[config.mk]
export PLATFORM = sky130hd
export DESIGN_NAME = fifo_width_down_reader
export DESIGN_NICKNAME = d
export VERILOG_FILES = /design/src/rtl/fifo_width_down_reader.sv
export SDC_FILE = /design/constraint.sdc
export NUM_CORES = 1
export LEC_CHECK = 0
export ABC_AREA = 1
export BUFFER_PORTS_ARGS = -buffer_cell sky130_fd_sc_hd__buf_2
export CORE_AREA = 2 2 74 55
export CTS_BUF_LIST = sky130_fd_sc_hd__clkbuf_16
export CTS_CLUSTER_DIAMETER = 80
export DETAILED_ROUTE_END_ITERATION = 12
export DIE_AREA = 0 0 76 57
export PLACE_DENSITY = 0.74
export RECOVER_POWER = 100
export REMOVE_ABC_BUFFERS = 1
export SYNTH_ARGS = -nofsm -noshare
export SYNTH_HDL_FRONTEND = slang
export SYNTH_SLANG_ARGS = --single-unit
[constraint.sdc]
create_clock -name CLK -period 1.49 [get_ports CLK]
set_input_delay 0.149 -clock CLK [delete_from_list [all_inputs] [get_ports CLK]]
set_output_delay 0.149 -clock CLK [all_outputs]
set_load 0.01 [all_outputs]
[src/rtl/fifo_width_down_reader.sv]
// fifo_width_down_reader
// Drains wide words from an upstream ENQ/FULL_N/DEQ/EMPTY_N FIFO and pushes
// them, LSB chunk first, into a narrower downstream FIFO. The next word is
// dequeued in the same cycle the last chunk of the current word is accepted,
// so back-to-back words stream at one chunk per cycle with no bubble.
//
// state | meaning
// IDLE  | no word held; dequeue as soon as upstream has data
// SEND  | word held in r_shreg; r_idx counts chunks already accepted
module fifo_width_down_reader #(
   parameter int DATA_WIDTH  = 32,
   parameter int CHUNK_WIDTH = 8
) (
   input  logic                   CLK,
   input  logic                   RST,
   input  logic                   CLR,
   input  logic                   EMPTY_N,
   input  logic [DATA_WIDTH-1:0]  D_IN,
   output logic                   DEQ,
   input  logic                   FULL_N,
   output logic                   ENQ,
   output logic [CHUNK_WIDTH-1:0] D_OUT,
   output logic                   LAST,
   output logic                   BUSY
);

   localparam int RATIO = DATA_WIDTH / CHUNK_WIDTH;
   localparam int IDX_W = (RATIO > 1) ? $clog2(RATIO) : 1;
   localparam logic [IDX_W-1:0] LAST_IDX = IDX_W'(RATIO - 1);

   typedef enum logic {IDLE = 1'b0, SEND = 1'b1} state_t;

   state_t                r_state;
   logic [IDX_W-1:0]      r_idx;
   logic [DATA_WIDTH-1:0] r_shreg;

   logic w_busy;
   logic w_last;
   logic w_enq;
   logic w_deq;

   // Handshake decode; DEQ looks through FULL_N so the next word can be
   // taken in the same cycle the final chunk is accepted.
   always_comb begin
      w_busy = RST && (r_state == SEND);
      w_last = w_busy && (r_idx == LAST_IDX);
      w_enq  = RST && !CLR && w_busy && FULL_N;
      w_deq  = RST && !CLR && EMPTY_N && (!w_busy || (w_last && FULL_N));
   end

   assign DEQ   = w_deq;
   assign ENQ   = w_enq;
   assign LAST  = w_last;
   assign BUSY  = w_busy;
   assign D_OUT = RST ? r_shreg[CHUNK_WIDTH-1:0] : '0;

   // Word/chunk sequencing: reset, clear, load, shift, release.
   always_ff @(posedge CLK) begin
      if (!RST) begin
         r_state <= IDLE;
         r_idx   <= '0;
         r_shreg <= '0;
      end else if (CLR) begin
         // Partial word is dropped; shift register content is left as is.
         r_state <= IDLE;
         r_idx   <= '0;
      end else if (w_deq) begin
         r_state <= SEND;
         r_idx   <= '0;
         r_shreg <= D_IN;
      end else if (w_enq && !w_last) begin
         r_idx   <= r_idx + 1'b1;
         r_shreg <= r_shreg >> CHUNK_WIDTH;
      end else if (w_enq && w_last) begin
         r_state <= IDLE;
         r_idx   <= '0;
      end
   end

endmodule
# Word-level counts from Yosys, hierarchy flattened

Cells that the tools add are included.

Flip-flop bits (word level): 35
Input port bits: 37
Output and inout port bits: 12
Word-level logic and storage cells: 37

Equal/unequal tests: 2
Bitwise logic cells: 2
Mux-type cells: 8
Reduce and logical (&&, ||, !) cells: 21
Add/subtract/negate cells: 1

Operators with widths:

| kind                  | number |
|---|---|
| $mux W32              | 2 |
| $logic_and A1 B1 Y1   | 10 |
| $mux W8               | 1 |
| $reduce_bool A2 Y1    | 3 |
| $mux W2               | 2 |
| $reduce_and A2 Y1     | 2 |
| $logic_not A1 Y1      | 3 |
| $mux W1               | 3 |
| $reduce_or A3 Y1      | 1 |
| $add A2 B1 Y2 const B | 1 |
| $eq A2 B2 Y1 const B  | 1 |
| $ne A2 B2 Y1 const B  | 1 |
| $not A1 Y1            | 2 |
| $reduce_or A2 Y1      | 1 |
| $logic_or A1 B1 Y1    | 1 |

# Depth between registers and ports, before layout

Word-level depth: 8
Depth in mapped cells: 11
Depth with buffers taken out: 9

# Worst setup path after synthesis

No wires, ideal clock.

Path type: reg2reg
From: register r_idx[0]
To: register r_shreg[18]
Buffers on the path: 1
Stages on the path, launching flop included: 11
Setup slack: 201 ps
Setup time: 110 ps
Arrival time: 1179 ps
Required time: 1380 ps
Cells stage by stage: dfxtp_1 -> ha_1 -> nand2_1 -> nand2_4 -> nand2_4 -> inv_2 -> buf_6 -> nand2_1 -> nand3_1 -> nand2_1 -> inv_1

Cells in the longest elaborated chain, start to end: 7

Ends and longest elaborated chain:

| what                                | line | RTL |
|---|---|---|
| from (decl)                         | 34   | `logic [IDX_W-1:0] r_idx;` |
| from (signal assigned)              | 72   | `r_idx <= r_idx + 1'b1;` |
| $eq A2 B2 Y1 *                      | 46   | `w_last = w_busy && (r_idx == LAST_IDX);` |
| $logic_and A1 B1 Y1 *               | 46   |  |
| $logic_and A1 B1 Y1                 | 48   | `w_deq = RST && !CLR && EMPTY_N && (!w_busy \|\| (w_last && FULL_N));` |
| $logic_or A1 B1 Y1                  | 48   |  |
| $logic_and A1 B1 Y1                 | 48   |  |
| $reduce_bool A2 Y1 (no source line) | --   |  |
| $reduce_and A2 Y1 (no source line)  | --   |  |
| to (signal assigned)                | 73   | `r_shreg <= r_shreg >> CHUNK_WIDTH;` |
| to (decl)                           | 35   | `logic [DATA_WIDTH-1:0] r_shreg;` |

Every way passes the cells marked *; elsewhere a longest branch is shown, timed or not.
A chain may end at the register's enable or synchronous reset.

# Worst setup path in the final report

From: register r_idx[0]
To: output port DEQ

Cells in the longest elaborated chain, start to end: 5

Ends and longest elaborated chain:

| what                | line | RTL |
|---|---|---|
| $eq A2 B2 Y1        | 46   |  |
| $logic_and A1 B1 Y1 | 46   |  |
| $logic_and A1 B1 Y1 | 48   |  |
| $logic_or A1 B1 Y1  | 48   |  |
| $logic_and A1 B1 Y1 | 48   |  |
| to (decl)           | 19   | `output logic DEQ,` |

Every way passes these cells.

==> flow_summary_export.csv <==
group,metric,value,unit
clock_tree,cts_made_buffers,5,
clock_tree,clkLatencyLatePin,0.28,ns
routing,viasPerCell,4.707,
timing,fin_worst_skew,0.005076,ns
worst_setup_path,end_kind,"output port",
synth,yosys.area.top_type_share,39.44,%
synth,ys_warn_count,0,
routing,top_layer,"met4",
synth,synthTopCellsByCount,"nand2_1, dfxtp_1, nand3_1",
grt,antenna_found_initial,0,
floorplan,die_w,76,µm
routing,met1Wirelength,2.043,mm
worst_setup_path,reg2reg_slack,0.10,ns
timing,drv_slew,0,
grt,grt_pass1_vias,1509,
synth,synth_area,1777,µm²
routing,drc,0,
clock_tree,clkTransAtPathRegs,0.05,ns
synth,synth-seq-cells,35,
worst_setup_path,required,1.34,ns
clock_tree,cts_root_buf,"clkbuf_16",
timing,finalCritPeriodShare,96.26,%
grt,grtUsageTotal,20.59,%
floorplan,num_rows,19,
synth,ys.flop_type,"dfxtp_1",
routing,routed_wl,4.118,mm
clock_tree,cts_buffer_depth,2,
grt,grt_pass1_wl,6.893,mm
pwr,peakVddDrop,0.7226,mV
timing,rsz0062_at_grt,"false",
worst_setup_path,worstSetupPathType,"register to output port",
timing,final-setup-viol-count,0,
routing,wl_per_cell,11.28,µm
outcome,status,"finished, final reports clean",
place,dp_hpwl,2.857,mm
synth,synth_edf_count,0,
place,port_buffers,48,
timing,period_needed,1.434,ns
pwr,p_leak,1.138,nW
timing,fmax,697.2,MHz
timing,hold_viol,0,
timing,setup_ws,0.05570,ns
floorplan,fp.dieH,57,µm
routing,drt_iter0_markers,94,
synth,syn-instance-count,259,
synth,synth_cell_types,24,
clock_tree,clock_sinks,35,
place,routabilityCongestion,0.8767,
routing,antenna_left,0,
synth,netlist.top_cell.by_area,"dfxtp_1",
floorplan,dieArea,4332,µm²
floorplan,coreArea,3685,µm²
worst_setup_path,crit_path_max_fanout,6,
floorplan,start_util,48.22,%
synth,synth.most_common_cell,"nand2_1",
run,max_cap_violations,0,
pwr,finalPower,0.002181,W
timing,worst_pin_slew,0.3821,ns
routing,wl_met3,254,µm
worst_setup_path,start_kind,"register",
timing,finalSetupTns,0,ns
routing,dr_wl_met2,1.729,mm
place,place_ws,0.01615,ns
routing,vias,1718,
clock_tree,cts_tree,"built",
synth,syn_avg_cell_area,6.860,µm²
grt,grt-ovfl-total,0,
synth,synthTopCellsByArea,"dfxtp_1, nand2_1, nand3_1, inv_1, nor2_1",
layout,area_growth,25.07,%
layout,nNetsFinal,350,
layout,layout-drive-gt1-share,23.96,%
worst_setup_path,arrival,1.29,ns
clock_tree,cts_max_level,2,
timing,relSlewSlack,74.53,%
synth,ys_async_sr_fraction,0,%
floorplan,io_pins,49,
grt,grt_max_degree,21,
synth,synth-seq-area-share,39.44,%
hold_path,hold_path.class,"input pin to register",
pwr,power_density,981.4,nW/µm²
routing,dr.pass1.iters,4,
layout,insertedDiodeCount,0,
clock_tree,cts_hold_buf,0,
-- through the flow --
step,cells,area [µm²],hold slack (ns),util [%]
floorplan,246,1689,0.2466,-
CTS,365,2227,0.1006,60.44
finish,365,2222,0.1073,60.31
detailed placement,355,2067,0.3884,56.10
global placement,355,2067,0.3880,56.10
global route,365,2222,0.1388,60.31
-- placed cells by master (no fill, tap or decap), drive strengths merged --
master  count
clkinv      3
clkbuf     16
nand3      33
ha          1
buf        47
nor3        5
a21oi      10
nand3b      4
nor2       35
o211ai      2
dfxtp      35
o21ai       4
o21a        1
nand2      81
inv        36
-- flip-flops by register name (all words and copies together) (netlist names) --
signal and count:
r_shreg 32, r_idx 2, r_state 1
-- worst paths after layout --
| kind | start | to | cells past startpoint |
|---|---|---|---|
| max reg2reg | r_idx[0] | r_shreg[21] | 9 |
| min reg2reg | r_shreg[30] | r_shreg[30] | 2 |
| min | D_IN[6] | r_shreg[6] | 3 |
| max | r_idx[0] | DEQ | 6 |
-- layer usage --
metal  GRT usage (%)  up-vias
met5               0        -
met4           11.17        0
met3           4.589        8
met2           31.38       46
met1           27.69      757
li1                -      907
-- cells by family after synthesis --
kind of cell,share of synthesized area (%)
simple gates,42.25
fa+ha+maj,0.7041
compound gates,5.211
buf+inv,12.39
flops,39.44
-- what timing repair did --
action	in CTS	in global routing
resized for setup	4	4
endpoints found under the setup margin	2	18
gates cloned	1	0
setup buffers	1	0
-- worst max-delay path: stages, from the launching register on --
cell and delay, ns:
dfxtp_2 0.34, ha_2 0.20, nand2_1 0.09, nand2_4 0.11, nand2_8 0.09, inv_8 0.07, buf_2 0.12
-- where the power goes --
part           internal (W)  switching (W)  total, W
combinational     0.0000984       0.000140  0.000238
sequential         0.000973      0.0000175  0.000991
clock              0.000599       0.000352  0.000952
-- area by class of cell --
| cell class | instances | area [µm²] |
|---|---|---|
| clock buffers | 5 | 125.1 |
| clock inverters | 3 | 11.26 |
| fillers | 372 | 1463 |
| inverters | 35 | 142.6 |
| multi-input cells | 176 | 864.6 |
| flip-flops and latches | 35 | 701.9 |
| well taps | 52 | 65.06 |
| repair buffers | 58 | 305.3 |
| repair inverters | 1 | 6.256 |
Note: power is estimated with default switching activity, not from simulation.
